==> src/rtl/pc_pkg.sv <==
// Shared definitions for the program-counter unit: next-PC select encoding,
// default parameter values and the pointer-width helper for the return stack.
package pc_pkg;

  typedef enum logic [2:0] {
    SEL_HOLD,
    SEL_RET,
    SEL_JMP,
    SEL_BR,
    SEL_SEQ
  } pc_sel_e;

  localparam int unsigned PcWDefault       = 10;
  localparam int unsigned StepDefault      = 4;
  localparam int unsigned ResetVecDefault  = 0;
  localparam int unsigned RasDepthDefault  = 4;

  // Ceiling log2; returns 0 for n <= 1.
  function automatic int unsigned clog2(input int unsigned n);
    int unsigned r;
    r = 0;
    for (int i = 0; i < 32; i++) begin
      if ((64'(1) << i) < 64'(n)) r = i + 1;
    end
    return r;
  endfunction

endpackage

==> src/rtl/pc_unit_if.sv <==
// Control and status bundle between the fetch controller (master) and pc_unit (slave).
interface pc_unit_if #(
  parameter int unsigned PC_W = pc_pkg::PcWDefault
);
  logic            stall;
  logic            branch;
  logic [PC_W-1:0] branch_target;
  logic            jump;
  logic            call;
  logic [PC_W-1:0] jump_target;
  logic            ret;
  logic [PC_W-1:0] pc;
  logic [PC_W-1:0] pc_next;
  logic            misaligned;
  logic            ras_full;
  logic            ras_empty;
  logic            ras_err;

  modport master (
    output stall, branch, branch_target, jump, call, jump_target, ret,
    input  pc, pc_next, misaligned, ras_full, ras_empty, ras_err
  );

  modport slave (
    input  stall, branch, branch_target, jump, call, jump_target, ret,
    output pc, pc_next, misaligned, ras_full, ras_empty, ras_err
  );
endinterface

==> src/rtl/pc_ras.sv <==
// Circular return-address stack. A push when full overwrites the oldest entry;
// overflow/underflow are single-cycle pulses for the parent to accumulate.
module pc_ras
  import pc_pkg::*;
#(
  parameter int unsigned PC_W  = PcWDefault,
  parameter int unsigned DEPTH = RasDepthDefault
) (
  input  logic            clk,
  input  logic            rst,
  input  logic            push,
  input  logic            pop,
  input  logic [PC_W-1:0] push_data,
  output logic [PC_W-1:0] top_data,
  output logic            full,
  output logic            empty,
  output logic            overflow,
  output logic            underflow
);

  localparam int unsigned PtrW = clog2(DEPTH);
  localparam int unsigned CntW = PtrW + 1;

  logic [PtrW-1:0] top_q, top_d;
  logic [CntW-1:0] cnt_q, cnt_d;
  logic [PC_W-1:0] mem_q [DEPTH];

  assign full      = (cnt_q == CntW'(DEPTH));
  assign empty     = (cnt_q == '0);
  assign overflow  = push & full;
  assign underflow = pop & empty;
  assign top_data  = mem_q[top_q];

  // Pointer wraps naturally since DEPTH is a power of two.
  always_comb begin
    top_d = top_q;
    cnt_d = cnt_q;
    if (push) begin
      top_d = top_q + 1'b1;
      if (!full) cnt_d = cnt_q + 1'b1;
    end else if (pop && !empty) begin
      top_d = top_q - 1'b1;
      cnt_d = cnt_q - 1'b1;
    end
  end

  always_ff @(posedge clk) begin
    if (!rst) begin
      top_q <= '0;
      cnt_q <= '0;
    end else begin
      top_q <= top_d;
      cnt_q <= cnt_d;
    end
  end

  always_ff @(posedge clk) begin
    if (rst && push) mem_q[top_d] <= push_data;
  end

endmodule

==> src/rtl/pc_unit.sv <==
// Registered program counter with stall, ret/jump/branch redirect priority,
// call/return via pc_ras, modulo PC+STEP adder and misalignment flag.
module pc_unit
  import pc_pkg::*;
#(
  parameter int unsigned PC_W      = PcWDefault,
  parameter int unsigned STEP      = StepDefault,
  parameter int unsigned RESET_VEC = ResetVecDefault,
  parameter int unsigned RAS_DEPTH = RasDepthDefault
) (
  input  logic       clk,
  input  logic       rst,
  pc_unit_if.slave   bus
);

  localparam logic [PC_W-1:0] StepVal   = PC_W'(STEP);
  localparam logic [PC_W-1:0] AlignMask = PC_W'(STEP - 1);
  localparam logic [PC_W-1:0] ResetVal  = PC_W'(RESET_VEC);

  logic [PC_W-1:0] pc_q, pc_d, pc_inc, ras_top;
  logic            mis_q, mis_d;
  logic            err_q, err_d;
  logic            ras_push, ras_pop, ras_full, ras_empty, ras_ovf, ras_unf;
  pc_sel_e         sel;

  assign pc_inc = pc_q + StepVal;

  // A ret always requests a pop; on an empty stack it falls back to sequential.
  always_comb begin
    sel      = SEL_SEQ;
    ras_push = 1'b0;
    ras_pop  = 1'b0;
    if (bus.stall) begin
      sel = SEL_HOLD;
    end else if (bus.ret) begin
      ras_pop = 1'b1;
      sel     = ras_empty ? SEL_SEQ : SEL_RET;
    end else if (bus.jump) begin
      sel      = SEL_JMP;
      ras_push = bus.call;
    end else if (bus.branch) begin
      sel = SEL_BR;
    end
  end

  always_comb begin
    pc_d  = pc_q;
    mis_d = mis_q;
    unique case (sel)
      SEL_HOLD: pc_d = pc_q;
      SEL_RET:  pc_d = ras_top;
      SEL_JMP:  pc_d = bus.jump_target;
      SEL_BR:   pc_d = bus.branch_target;
      SEL_SEQ:  pc_d = pc_inc;
      default:  pc_d = pc_q;
    endcase
    if (sel != SEL_HOLD) mis_d = |(pc_d & AlignMask);
    err_d = err_q | ras_ovf | ras_unf;
  end

  always_ff @(posedge clk) begin
    if (!rst) begin
      pc_q  <= ResetVal;
      mis_q <= 1'b0;
      err_q <= 1'b0;
    end else begin
      pc_q  <= pc_d;
      mis_q <= mis_d;
      err_q <= err_d;
    end
  end

  pc_ras #(
    .PC_W  (PC_W),
    .DEPTH (RAS_DEPTH)
  ) u_ras (
    .clk       (clk),
    .rst       (rst),
    .push      (ras_push),
    .pop       (ras_pop),
    .push_data (pc_inc),
    .top_data  (ras_top),
    .full      (ras_full),
    .empty     (ras_empty),
    .overflow  (ras_ovf),
    .underflow (ras_unf)
  );

  assign bus.pc         = pc_q;
  assign bus.pc_next    = pc_inc;
  assign bus.misaligned = mis_q;
  assign bus.ras_full   = ras_full;
  assign bus.ras_empty  = ras_empty;
  assign bus.ras_err    = err_q;

endmodule

==> src/flat_wrapper.sv <==
// flat-port wrapper written by rule: the top's interface ports become plain ports
module pc_unit_flat import pc_pkg::*;
#(
  parameter int unsigned PC_W      = PcWDefault,
  parameter int unsigned STEP      = StepDefault,
  parameter int unsigned RESET_VEC = ResetVecDefault,
  parameter int unsigned RAS_DEPTH = RasDepthDefault
)
  (clk, rst, bus_stall, bus_branch, bus_branch_target, bus_jump, bus_call, bus_jump_target, bus_ret, bus_pc, bus_pc_next, bus_misaligned, bus_ras_full, bus_ras_empty, bus_ras_err);
  pc_unit_if #(.PC_W(PC_W)) bus_i ();
  input  logic clk;
  input  logic rst;
  input wire logic [$bits(bus_i.stall)-1:0] bus_stall;
  input wire logic [$bits(bus_i.branch)-1:0] bus_branch;
  input wire logic [$bits(bus_i.branch_target)-1:0] bus_branch_target;
  input wire logic [$bits(bus_i.jump)-1:0] bus_jump;
  input wire logic [$bits(bus_i.call)-1:0] bus_call;
  input wire logic [$bits(bus_i.jump_target)-1:0] bus_jump_target;
  input wire logic [$bits(bus_i.ret)-1:0] bus_ret;
  output wire logic [$bits(bus_i.pc)-1:0] bus_pc;
  output wire logic [$bits(bus_i.pc_next)-1:0] bus_pc_next;
  output wire logic [$bits(bus_i.misaligned)-1:0] bus_misaligned;
  output wire logic [$bits(bus_i.ras_full)-1:0] bus_ras_full;
  output wire logic [$bits(bus_i.ras_empty)-1:0] bus_ras_empty;
  output wire logic [$bits(bus_i.ras_err)-1:0] bus_ras_err;
  assign bus_i.stall = bus_stall;
  assign bus_i.branch = bus_branch;
  assign bus_i.branch_target = bus_branch_target;
  assign bus_i.jump = bus_jump;
  assign bus_i.call = bus_call;
  assign bus_i.jump_target = bus_jump_target;
  assign bus_i.ret = bus_ret;
  assign bus_pc = bus_i.pc;
  assign bus_pc_next = bus_i.pc_next;
  assign bus_misaligned = bus_i.misaligned;
  assign bus_ras_full = bus_i.ras_full;
  assign bus_ras_empty = bus_i.ras_empty;
  assign bus_ras_err = bus_i.ras_err;
  pc_unit #(.PC_W(PC_W), .STEP(STEP), .RESET_VEC(RESET_VEC), .RAS_DEPTH(RAS_DEPTH)) u_core (.clk(clk), .rst(rst), .bus(bus_i));
endmodule
==> config.mk <==
export PLATFORM = sky130hd
export DESIGN_NAME = pc_unit_flat
export DESIGN_NICKNAME = d
export VERILOG_FILES = /design/src/rtl/pc_pkg.sv /design/src/rtl/pc_unit_if.sv /design/src/rtl/pc_ras.sv /design/src/rtl/pc_unit.sv /design/src/flat_wrapper.sv
export SDC_FILE = /design/constraint.sdc
export NUM_CORES = 1
export LEC_CHECK = 0
export CAP_MARGIN = 25
export CORE_MARGIN = 3
export CORE_UTILIZATION = 45
export DETAILED_ROUTE_END_ITERATION = 8
export PLACE_DENSITY_LB_ADDON = 0.2
export SLEW_MARGIN = 20
export SYNTH_ARGS = -nofsm -noshare
export SYNTH_HDL_FRONTEND = slang
export SYNTH_HIERARCHICAL = 1
export SYNTH_SLANG_ARGS = --single-unit
==> constraint.sdc <==
create_clock -name clk -period 4.7 [get_ports clk]
set_input_delay 0.705 -clock clk [delete_from_list [all_inputs] [get_ports clk]]
set_output_delay 0.705 -clock clk [all_outputs]
set_load 0.1 [all_outputs]
After elaboration in Yosys (flattened, before gate mapping)
Memories as Yosys holds them, arrays and structs flattened. A register that Yosys moved wholly into a read port is not among the register bits.
Index checks and enable logic that the tools add are counted.
{ "totals": {"register_bits": 17, "ram_bits": 40, "word_cells": 50, "memories": 1} }
{ "op_classes": {"addsub": 5, "n_eq_ne": 6, "mux": 19, "bitwise_logic": 4, "reduce_logical": 9} }
{ "mem_list": {"columns": ["name", "words", "width", "rd", "rd_clocked_by_memory_dff", "wr", "line", "text"], "rows": [
  ["u_core.u_ras.mem_q", 4, 10, 1, 1, 1, "pc_ras.sv:26", "logic [PC_W-1:0] mem_q [DEPTH];"]
]} }
{ "ops": {"columns": ["op", "count"], "rows": [
  ["10-bit one-hot mux with 4 select lines", 1],
  ["3-bit two-way mux", 8],
  ["10-bit by 3-bit adder with 10-bit output, second input constant", 1],
  ["1-bit two-way mux", 7],
  ["3-bit by 2-bit equality test with 1-bit output, second input constant", 2],
  ["3-bit equality test, second input constant", 2],
  ["2-bit two-way mux", 3],
  ["4-bit nonzero test", 1],
  ["3-bit by 1-bit adder with 3-bit output, second input constant", 1],
  ["3-bit by 1-bit equality test with 1-bit output, second input constant", 1],
  ["3-bit logical NOT", 1],
  ["3-bit nonzero test", 1],
  ["3-bit by 1-bit subtractor with 3-bit output, second input constant", 1],
  ["2-bit by 1-bit adder with 2-bit output, second input constant", 1],
  ["1-bit AND", 2],
  ["1-bit logical AND", 2],
  ["2-bit != test, second input constant", 1],
  ["1-bit bitwise OR", 2],
  ["2-bit AND reduction", 1],
  ["2-bit nonzero test", 1],
  ["2-bit OR reduction", 1],
  ["2-bit by 1-bit subtractor with 2-bit output, second input constant", 1],
  ["1-bit logical NOT", 1]
]} }

Depth between registers and ports, before layout
Gate-level depths: netlist (run 1).
{ "depth": {"depth_word": 7, "ltp_mapped": 10} }

By module
Netlist (run 1), hierarchy kept.
{ "by_module_without_submodules": {"columns": ["module", "instances", "cells_each", "area_each_um2"], "rows": [
  ["pc_ras", 1, 100, 1844.3],
  ["pc_unit", 1, 106, 899.6]
]} }

Worst setup path before layout (run 1)
Ideal clock, no wire load.
{ "synth_path": {"path_kind": "register -> output", "start": "register u_core.pc_q[3], in the netlist u_core/bus.pc[3]", "end": "output bus_pc_next[6]", "arrival_time_ns": 3.293, "setup_slack_ns": 0.702, "path_stages_with_launch": 4, "path_buffers": 0, "path_cell_list": "dfxtp_1 -> ha_1 -> nand3_1 -> xnor2_1"} }
{ "synth_via": {"elab_chain_cells": 1} }
{ "synth_lines": {"columns": ["item", "line", "text"], "rows": [
  ["start, declared", "pc_unit.sv:20", "logic [PC_W-1:0] pc_q, pc_d, pc_inc, ras_top;"],
  ["start signal, assigned", "pc_unit.sv:63", "pc_q <= ResetVal;"],
  ["start signal, assigned", "pc_unit.sv:67", "pc_q <= pc_d;"],
  ["10-bit by 3-bit adder with 10-bit output", "pc_unit.sv:26", "assign pc_inc = pc_q + StepVal;"],
  ["end, declared", "flat_wrapper.sv:21", "output wire logic [$bits(bus_i.pc_next)-1:0] bus_pc_next;"]
]} }
No other way between the ends.

Final worst setup path (run 1)
Ends and elaborated chain as after synthesis.

==> results of run 1 <==
-- final timing paths --
check,start,endpoint,cells past startpoint,slack [ps]
setup reg to reg,u_core/u_ras/top_q[0]$_SDFF_PN0_,u_core/bus.pc[2]$_SDFFE_PN0P_,4,2450
hold / removal,u_core/bus.ras_err$_SDFF_PN0_,u_core/bus.ras_err$_SDFF_PN0_,2,480
hold reg to reg,u_core/bus.ras_err$_SDFF_PN0_,u_core/bus.ras_err$_SDFF_PN0_,2,480
setup / recovery,u_core/bus.pc[3]$_SDFFE_PN0P_,bus_pc_next[6],4,1070
-- cell type report --
| cell class | count | area, sq um | area share |
|---|---|---|---|
| clock inverters | 7 | 55.1 | 0.0160 |
| clock buffers | 9 | 124 | 0.0361 |
| inverters | 8 | 30.0 | 0.00875 |
| flip-flops and latches | 57 | 1540 | 0.449 |
| repair buffers | 54 | 531 | 0.155 |
| multi-input cells | 127 | 1060 | 0.309 |
| well taps | 72 | 90.1 | 0.0262 |
-- per-stage QoR --
step | setup slack, ps | utilization | instance area (sq um)
finish | 1070 | 0.601 | 3430
global route | 927 | 0.601 | 3430
CTS | 1080 | 0.601 | 3430
detailed placement | 1080 | 0.570 | 3250
global placement | 1170 | 0.570 | 3250
floorplan | 702 | - | 2740
-- cell families after synthesis --
logic type	Yosys count	synth area share
flops	57	0.562
compound gates	53	0.153
simple gates	56	0.120
xor+xnor	5	0.0160
buf+inv	22	0.0511
fa+ha+maj	2	0.0119
mux	11	0.0857
-- report_power, final --
part	switching [W]	total, W	internal [W]
Sequential	0.0000218	0.000574	0.000553
Combinational	0.000192	0.000280	0.0000882
Clock	0.000206	0.000401	0.000195
-- cells in the mapped netlist, drive strengths merged (5+ instances only) --
cell and n:
nor2 10, inv 8, o21ai 11, nor3 7
nand3 5, nand2 10, edfxtp 40, dfxtp 17
a31oi 6, a21oi 7, mux4 10, a221oi 8
buf 12
-- critical path: cells and delay by family, from the launching register on --
family                   cells  cell delay (ps)
buffers and inverters        1             1240
XOR/XNOR                     1              500
flip-flops                   1              410
adder cells (fa/ha/maj)      1              310
AND/OR/NAND/NOR              1              130
-- metal layers --
metal	track usage	vias up
met5	0	-
met4	0.0570	0
met3	0.0701	5
met2	0.268	67
met1	0.251	911
li1	-	902
-- state kept, by name (all words and copies together), names as in the netlist --
| name | count |
|---|---|
| u_core/u_ras/top_q | 2 |
| u_core/bus.pc | 10 |
| u_core/u_ras/cnt_q | 3 |
| u_core/bus.misaligned | 1 |
| u_core/bus.ras_err | 1 |
| u_core/u_ras/mem_q | 40 |
==> reports/summary.txt, run 1 <==
Outcome -> finished, final reports clean
Number of hold-slack violations in the final timing report -> 0
Quantity of I/O buffers inserted on ports -> 50
Type of the tightest min-delay check -> flip-flop to flip-flop
Placed cell count -> 318
Total gr overflow -> 0
Filler cell count in the final layout -> 471
Count of pins over their slew limit -> 0
Cts bufs inserted -> 9
Vias per cell -> 5.64
Post-CTS Repair Setup Buffers -> 0
Count of yosys warnings during synthesis -> 6
Final-report setup violation count -> 0
Part of the Yosys area used for sequential elements -> 0.562
Final min period -> 3630 ps
Fraction of post-synthesis cell area in the top cell type by area -> 0.438
Final clock period utilization by the worst path -> 0.772
Transition time at the pin with the least slew margin -> 978 ps
WP data required -> 3990 ps
Routability congestion estimate -> 0.862
Core area -> 5710 sq um
CTS HTree Levels -> 3
Synthesis-to-layout area growth -> 25.1%
Register bit total from synthesis -> 57
CP Class -> flip-flop to output pin
Std cell rows -> 27
Routed wire length per instance -> 18.2 um
Setup repair after global routing missed its margin -> no
Met1 WL -> 2.69 mm
Number of nets in the final layout -> 286
Count of placed standard cells in the final layout, fillers left out -> 334
WL met3 -> 512 um
TNS Setup -> 0 ps
Most common cell after layout, fill and taps aside -> clkdlybuf4s50_1
FMAX -> 276 MHz
Area of the mapped netlist -> 2740 sq um
Total power density per cell area -> 366 nW/um^2
Residual antenna-violating net count after detailed routing -> 0
Post-DP HPWL -> 4.34 mm
Most instantiated flip-flop cell in the synthesis netlist -> edfxtp_1
Top library cells by usage in the layout, fill and taps aside -> clkdlybuf4s50_1, edfxtp_1, dfxtp_1
Total routing resource utilization after global routing -> 0.183
Post-synth net total -> 235
Endpoint arrival time on the critical path -> 2920 ps
Number of buffers added to fix hold violations after cts -> 0
Wire length of the first global-routing pass -> 9.74 mm
Layout cells sized above 1 -> 0.176
Count of clock tree sinks -> 57
Maximum number of buffers from clock root to sink -> 2
Clock Root Buffer -> clkbuf_8
Full die area -> 7070 sq um
Pin count of the biggest net entering global routing -> 19
Relative slew margins -> 0.346
Pre-antenna DRT Iters -> 4
Max layer used -> met4
Final total power -> 0.00126 W
Number of antenna violations at the first check in global routing -> 0
Floorplan die width -> 84.1 um
Library cell occupying the most area in the post-synthesis netlist -> edfxtp_1
Ordered list of cells on the worst path -> ha_1, nand3_1, xnor2_1, clkdlybuf4s50_1
Cells taking the most area after synthesis -> edfxtp_1, dfxtp_1, mux4_2, a221oi_2, buf_6
Critical Path End Type -> output pin
Fraction of registers with async set or reset after synthesis -> 0
Source-to-sink clock delay at the later pin of the worst-skew pair -> 330 ps
Die span in y -> 84.1 um
Number of top-level pins -> 51
Crit path largest cell delay -> 1240 ps
Routed wl met2 -> 2.78 mm
Antenna Diode Count -> 0
Crit-path slowest cell -> clkdlybuf4s50_1
Peak fanout along the critical path -> 6
Clk slew on worst S/H paths -> 70 ps
TritonCTS clock tree -> built
Number of synthesized flops with an enable pin -> 40
Count of cell types in the netlist -> 51
Initial core utilization -> 0.481
Total of max-cap violations -> 0
Number of global-route vias before repair -> 1826
Max IR drop VDD -> 0.214 mV
DR vias -> 1885
Number of gates given a new drive strength after cts -> 0
Starting DRT DRC Count -> 93
Leakage power -> 1.15 nW
Worst hold margin -> 480 ps
Max Clock Skew -> 5.27 ps
Remaining design rule violation count -> 0
Critical path launch point type -> flip-flop
Cell count after synthesis -> 206
Final Routed Wirelength -> 6.07 mm
Syn Area/Cell -> 13.3 sq um
(Power assumes the default switching activity.)
==> run 2, diff against run 1 <==
clock period = 3.8 ns   (was 4.7 ns; I/O delays follow)
==> reports/summary.txt, run 2 (same netlist as run 1, synthesis figures left out) <==
Type of the tightest min-delay check -> flip-flop to flip-flop (unchanged)
Worst r2r src -> u_core/u_ras/top_q[0]$_SDFF_PN0_ (unchanged)
Max Clock Skew -> 9.15 ps (was 5.27 ps)
Source-to-sink clock delay at the later pin of the worst-skew pair -> 330 ps (about the same)
Total routing resource utilization after global routing -> 0.182 (was 0.183)
Final-report setup violation count -> 0 (unchanged)
Number of nets in the final layout -> 287 (was 286)
Number of hold-slack violations in the final timing report -> 0 (unchanged)
Pin count of the biggest net entering global routing -> 19 (unchanged)
Layout cells sized above 1 -> 0.209 (was 0.176)
Full die area -> 7070 sq um (unchanged)
Starting DRT DRC Count -> 141 (was 93)
Antenna Diode Count -> 0 (unchanged)
Final clock period utilization by the worst path -> 0.759
Most common cell after layout, fill and taps aside -> clkdlybuf4s50_1 (unchanged)
Post-CTS Repair Setup Buffers -> 0 (unchanged)
Count of pins over their slew limit -> 0 (unchanged)
Leakage power -> 1.20 nW (was 1.15 nW)
Setup slack after placement -> 815 ps (was 1080 ps)
Std cell rows -> 27 (unchanged)
Number of antenna violations at the first check in global routing -> 0 (unchanged)
Hold depth -> 2 (unchanged)
Total gr overflow -> 0 (unchanged)
Reg2reg setup slack -> 1540 ps (was 2450 ps)
Critical path launch point type -> flip-flop (unchanged)
Critical Path End Type -> output pin (unchanged)
FMAX -> 347 MHz
Max IR drop VDD -> 0.397 mV (was 0.214 mV)
Final min period -> 2880 ps
Multi-input gate area in the final layout -> 1070 sq um (was 1060 sq um)
TNS Setup -> 0 ps (unchanged)
Routability congestion estimate -> 0.811 (was 0.862)
Setup repair after global routing missed its margin -> no (unchanged)
CTS HTree Levels -> 3 (unchanged)
Top library cells by usage in the layout, fill and taps aside -> clkdlybuf4s50_1, edfxtp_1, dfxtp_1 (unchanged)
Initial core utilization -> 0.481 (unchanged)
Die span in y -> 84.1 um (unchanged)
Crit Reg-Reg Endpoint -> u_core/bus.pc[7]$_SDFFE_PN0P_ (was u_core/bus.pc[2]$_SDFFE_PN0P_)
Total of max-cap violations -> 0 (unchanged)
Clk slew on worst S/H paths -> 70 ps (about the same)
Total power density per cell area -> 486 nW/um^2 (was 366 nW/um^2)
Synthesis-to-layout area growth -> 26.8% (was 25.1%)
Routed wire length per instance -> 17.8 um (was 18.2 um)
Wire length of the first global-routing pass -> 9.87 mm (was 9.74 mm)
Pre-antenna DRT Iters -> 4 (unchanged)
Post-DP HPWL -> 4.15 mm (was 4.34 mm)
Filler cell count in the final layout -> 461 (was 471)
Number of gates given a new drive strength after cts -> 0 (unchanged)
Quantity of I/O buffers inserted on ports -> 50 (unchanged)
Launch instance of the worst min-delay path -> u_core/bus.ras_err$_SDFF_PN0_ (unchanged)
Final Routed Wirelength -> 5.95 mm (was 6.07 mm)
Residual antenna-violating net count after detailed routing -> 0 (unchanged)
Length in cells of the worst reg-to-reg path -> 4 (unchanged)
Outcome -> finished, final reports clean (unchanged)
Endpoint with the worst hold slack -> u_core/bus.ras_err$_SDFF_PN0_ (unchanged)
Core area -> 5710 sq um (unchanged)
Vias per cell -> 5.64 (about the same)
Count of clock tree sinks -> 57 (unchanged)
Relative slew margins -> 0.350 (was 0.346)
Transition time at the pin with the least slew margin -> 973 ps (was 978 ps)
DR vias -> 1891 (was 1885)
Number of top-level pins -> 51 (unchanged)
Clock Root Buffer -> clkbuf_8 (unchanged)
Finished Cell Area -> 3480 sq um (was 3430 sq um)
TritonCTS clock tree -> built (unchanged)
Number of buffers added to fix hold violations after cts -> 0 (unchanged)
WP data required -> 3230 ps (was 3990 ps)
Maximum number of buffers from clock root to sink -> 2 (unchanged)
Number of global-route vias before repair -> 1848 (was 1826)
Floorplan die width -> 84.1 um (unchanged)
Peak fanout along the critical path -> 6 (unchanged)
CP Class -> flip-flop to output pin (unchanged)
Endpoint arrival time on the critical path -> 2310 ps (was 2920 ps)
Register containing the most flip-flops in the final layout -> u_core/u_ras/mem_q (unchanged)
Flip-flop count of the largest register, all copies and words added -> 40 (unchanged)
Cts bufs inserted -> 9 (unchanged)
Register area -> 1540 sq um (unchanged)
Remaining design rule violation count -> 0 (unchanged)
Least setup slack across all paths after layout -> 915 ps (was 1070 ps)
DP Area -> 3250 sq um (about the same)
run 2: stage by stage:
| stage | power (W) | utilization | hold slack [ps] | std cells |
|---|---|---|---|---|
| after floorplan | 0.000979 | - | 526 | 206 |
| after global placement | 0.00107 | 0.570 | 459 | 319 |
| after detailed placement | 0.00107 | 0.570 | 469 | 319 |
| after CTS | 0.00170 | 0.609 | 488 | 335 |
| after global routing | 0.00176 | 0.609 | 559 | 335 |
| final | 0.00169 | 0.609 | 480 | 335 |
run 2: how the worst max path moves through the flow:
stage / from / to / slack (ps) / cells after the start
after global routing: u_core/bus.pc[3]$_SDFFE_PN0P_ / bus_pc_next[3] / 830 / 2
after CTS: u_core/bus.pc[2]$_SDFFE_PN0P_ / bus_pc_next[3] / 900 / 2
final: u_core/bus.pc[2]$_SDFFE_PN0P_ / bus_pc_next[3] / 920 / 2
after floorplan: u_core/bus.pc[4]$_SDFFE_PN0P_ / bus_pc_next[7] / 50 / 3
after global placement: bus_jump / u_core/u_ras/cnt_q[2]$_SDFFE_PN0P_ / 930 / 7
after detailed placement: bus_jump / u_core/u_ras/cnt_q[2]$_SDFFE_PN0P_ / 810 / 7
run 2: layout make-up:
class	count	share of cell area
sequential	57	0.443
multi-input combinational	127	0.308
timing repair buffer	55	0.150
clock buffer	9	0.0356
clock inverter	7	0.0295
tap	72	0.0259
inverter	8	0.00863
run 2: routing by layer:
layer,GRT usage,vias up,wire (um)
met5,0,-,0
met4,0.0760,0,76
met3,0.0434,8,388
met2,0.252,72,2630
met1,0.271,903,2860
li1,-,908,-
run 2: critical path: stages, from the launching register on:
cell and delay (ps):
dfxtp_1 370, ha_1 440, clkdlybuf4s50_1 1180
run 2: where the power goes:
part / switching (W) / internal, W / total (W) / leakage (nW)
Clock: 0.000262 / 0.000374 / 0.000636 / 0.110
Combinational: 0.000237 / 0.000107 / 0.000344 / 0.581
Sequential: 0.0000272 / 0.000683 / 0.000711 / 0.506
Total: 0.000526 / 0.00116 / 0.00169 / 1.20
==> run 3, diff against run 2 <==
clock period = 2.8 ns   (was 3.8 ns; I/O delays follow)
==> reports/summary.txt, run 3 (same netlist as run 1, synthesis figures left out) <==
Outcome -> finished, final reports clean (unchanged)
Remaining design rule violation count -> 0 (unchanged)
Max IR drop VDD -> 0.369 mV (was 0.397 mV)
Flip-flop count of the largest register, all copies and words added -> 40 (unchanged)
Number of gates given a new drive strength after cts -> 0 (unchanged)
Endpoint arrival time on the critical path -> 1990 ps (was 2310 ps)
Floorplan die width -> 84.1 um (unchanged)
Routed wire length per instance -> 18.5 um (was 17.8 um)
Wire length of the first global-routing pass -> 10.3 mm (was 9.87 mm)
Post-DP HPWL -> 4.61 mm (was 4.15 mm)
Die span in y -> 84.1 um (unchanged)
Residual antenna-violating net count after detailed routing -> 0 (unchanged)
Critical Path End Type -> output pin (unchanged)
Total of max-cap violations -> 0 (unchanged)
Critical path launch point type -> flip-flop (unchanged)
Launch instance of the worst min-delay path -> u_core/bus.ras_err$_SDFF_PN0_ (unchanged)
Final clock period utilization by the worst path -> 0.860
Final total power -> 0.00222 W (was 0.00169 W)
Number of buffers added to fix hold violations after cts -> 0 (unchanged)
CTS HTree Levels -> 3 (unchanged)
Leakage power -> 1.28 nW (was 1.20 nW)
Total routing resource utilization after global routing -> 0.193 (was 0.182)
Total power density per cell area -> 628 nW/um^2 (was 486 nW/um^2)
Most common cell after layout, fill and taps aside -> edfxtp_1 (was clkdlybuf4s50_1)
FMAX -> 415 MHz
Worst r2r src -> u_core/u_ras/top_q[0]$_SDFF_PN0_ (unchanged)
Filler cell count in the final layout -> 475 (was 461)
Number of global-route vias before repair -> 1936 (was 1848)
Layout cells sized above 1 -> 0.309 (was 0.209)
Post-CTS Repair Setup Buffers -> 0 (unchanged)
Std cell rows -> 27 (unchanged)
Full die area -> 7070 sq um (unchanged)
Pin count of the biggest net entering global routing -> 17 (was 19)
Type of the tightest min-delay check -> flip-flop to flip-flop (unchanged)
Endpoint with the worst hold slack -> u_core/bus.ras_err$_SDFF_PN0_ (unchanged)
Final Routed Wirelength -> 6.37 mm (was 5.95 mm)
Initial core utilization -> 0.481 (unchanged)
Relative slew margins -> 0.485 (was 0.350)
Number of top-level pins -> 51 (unchanged)
Clk slew on worst S/H paths -> 80 ps (was 70 ps)
Top library cells by usage in the layout, fill and taps aside -> edfxtp_1, buf_4, clkdlybuf4s50_1 (was clkdlybuf4s50_1, edfxtp_1, dfxtp_1)
Final-report setup violation count -> 0 (unchanged)
CP Class -> flip-flop to output pin (unchanged)
Least setup slack across all paths after layout -> 392 ps (was 915 ps)
DR vias -> 1965 (was 1891)
Reg2reg setup slack -> 620 ps (was 1540 ps)
Final min period -> 2410 ps
Source-to-sink clock delay at the later pin of the worst-skew pair -> 340 ps (was 330 ps)
Max Clock Skew -> 15.8 ps (was 9.15 ps)
Vias per cell -> 5.71 (was 5.64)
Crit Reg-Reg Endpoint -> u_core/bus.pc[3]$_SDFFE_PN0P_ (was u_core/bus.pc[7]$_SDFFE_PN0P_)
Maximum number of buffers from clock root to sink -> 2 (unchanged)
Setup slack after placement -> 237 ps (was 815 ps)
Transition time at the pin with the least slew margin -> 772 ps (was 973 ps)
Clock Root Buffer -> clkbuf_8 (unchanged)
Final standard cell utilization of the core -> 0.618 (was 0.609)
WP data required -> 2380 ps (was 3230 ps)
Length in cells of the worst reg-to-reg path -> 4 (unchanged)
Synthesis-to-layout area growth -> 28.7% (was 26.8%)
Cts bufs inserted -> 9 (unchanged)
Pre-antenna DRT Iters -> 4 (unchanged)
Multi-input gate area in the final layout -> 1120 sq um (was 1070 sq um)
Register containing the most flip-flops in the final layout -> u_core/u_ras/mem_q (unchanged)
Hold depth -> 2 (unchanged)
TritonCTS clock tree -> built (unchanged)
Register area -> 1540 sq um (unchanged)
Quantity of I/O buffers inserted on ports -> 50 (unchanged)
Number of antenna violations at the first check in global routing -> 0 (unchanged)
Starting DRT DRC Count -> 82 (was 141)
Routability congestion estimate -> 0.807 (was 0.811)
Antenna Diode Count -> 0 (unchanged)
Core area -> 5710 sq um (unchanged)
Count of pins over their slew limit -> 0 (unchanged)
Total gr overflow -> 0 (unchanged)
Number of hold-slack violations in the final timing report -> 0 (unchanged)
Peak fanout along the critical path -> 6 (unchanged)
Setup repair after global routing missed its margin -> no (unchanged)
Count of clock tree sinks -> 57 (unchanged)
Number of nets in the final layout -> 296 (was 287)
==> run 3: cell count changes in the layout (fill, tap and decap cells not counted), moves of 2 or more <==
| cell | previous run | this run |
|---|---|---|
| buf_4 | 12 | 38 |
| clkdlybuf4s50_1 | 43 | 26 |
| clkinvlp_4 | 1 | 3 |
| xnor2_1 | 2 | 0 |
| xnor2_4 | 0 | 2 |
==> run 3: per-stage QoR <==
stage,cell area [sq um],setup TNS [ps],hold slack (ps),instances
3_3_place_gp,3330,0,478,328
4_1_cts,3530,0,500,344
5_1_grt,3530,0,569,344
2_1_floorplan,2800,-5.84,547,206
3_5_place_dp,3330,0,481,328
6_report,3530,0,498,344
==> run 3: worst max path at each step <==
stage | startpoint | end | slack, ps | depth (start not counted)
after floorplan | u_core/bus.pc[4]$_SDFFE_PN0P_ | bus_pc_next[5] | -6 | 2
after global placement | bus_jump | u_core/u_ras/cnt_q[2]$_SDFFE_PN0P_ | 300 | 7
after detailed placement | bus_jump | u_core/u_ras/cnt_q[2]$_SDFFE_PN0P_ | 240 | 7
after CTS | u_core/bus.pc[2]$_SDFFE_PN0P_ | bus_pc_next[8] | 360 | 5
after global routing | u_core/bus.pc[2]$_SDFFE_PN0P_ | bus_pc_next[8] | 250 | 5
final | u_core/bus.pc[3]$_SDFFE_PN0P_ | bus_pc_next[8] | 390 | 5
==> run 3: layout make-up <==
class,instances,share of cell area
Clock inverter,7,0.0223
Timing Repair Buffer,64,0.155
Inverter,8,0.00850
Multi-Input combinational cell,127,0.318
Clock buffer,9,0.0351
Tap cell,72,0.0255
Sequential cell,57,0.437
==> run 3: metal layers <==
metal,global-route usage,share of wire
met5,0,0
met4,0.0702,0.0071
met3,0.0602,0.065
met2,0.278,0.45
met1,0.275,0.48
==> run 3: worst max-delay path, cell delays in order, from the launching register on <==
cell	delay, ps
dfxtp_1	440
ha_1	330
inv_1	90
o21a_1	190
or2_2	340
buf_4	250
==> run 3: power by group <==
group          leakage (nW)  switching (W)  internal [W]
Combinational         0.677       0.000327      0.000150
Clock                0.0921       0.000358      0.000416
Sequential            0.506      0.0000400      0.000927
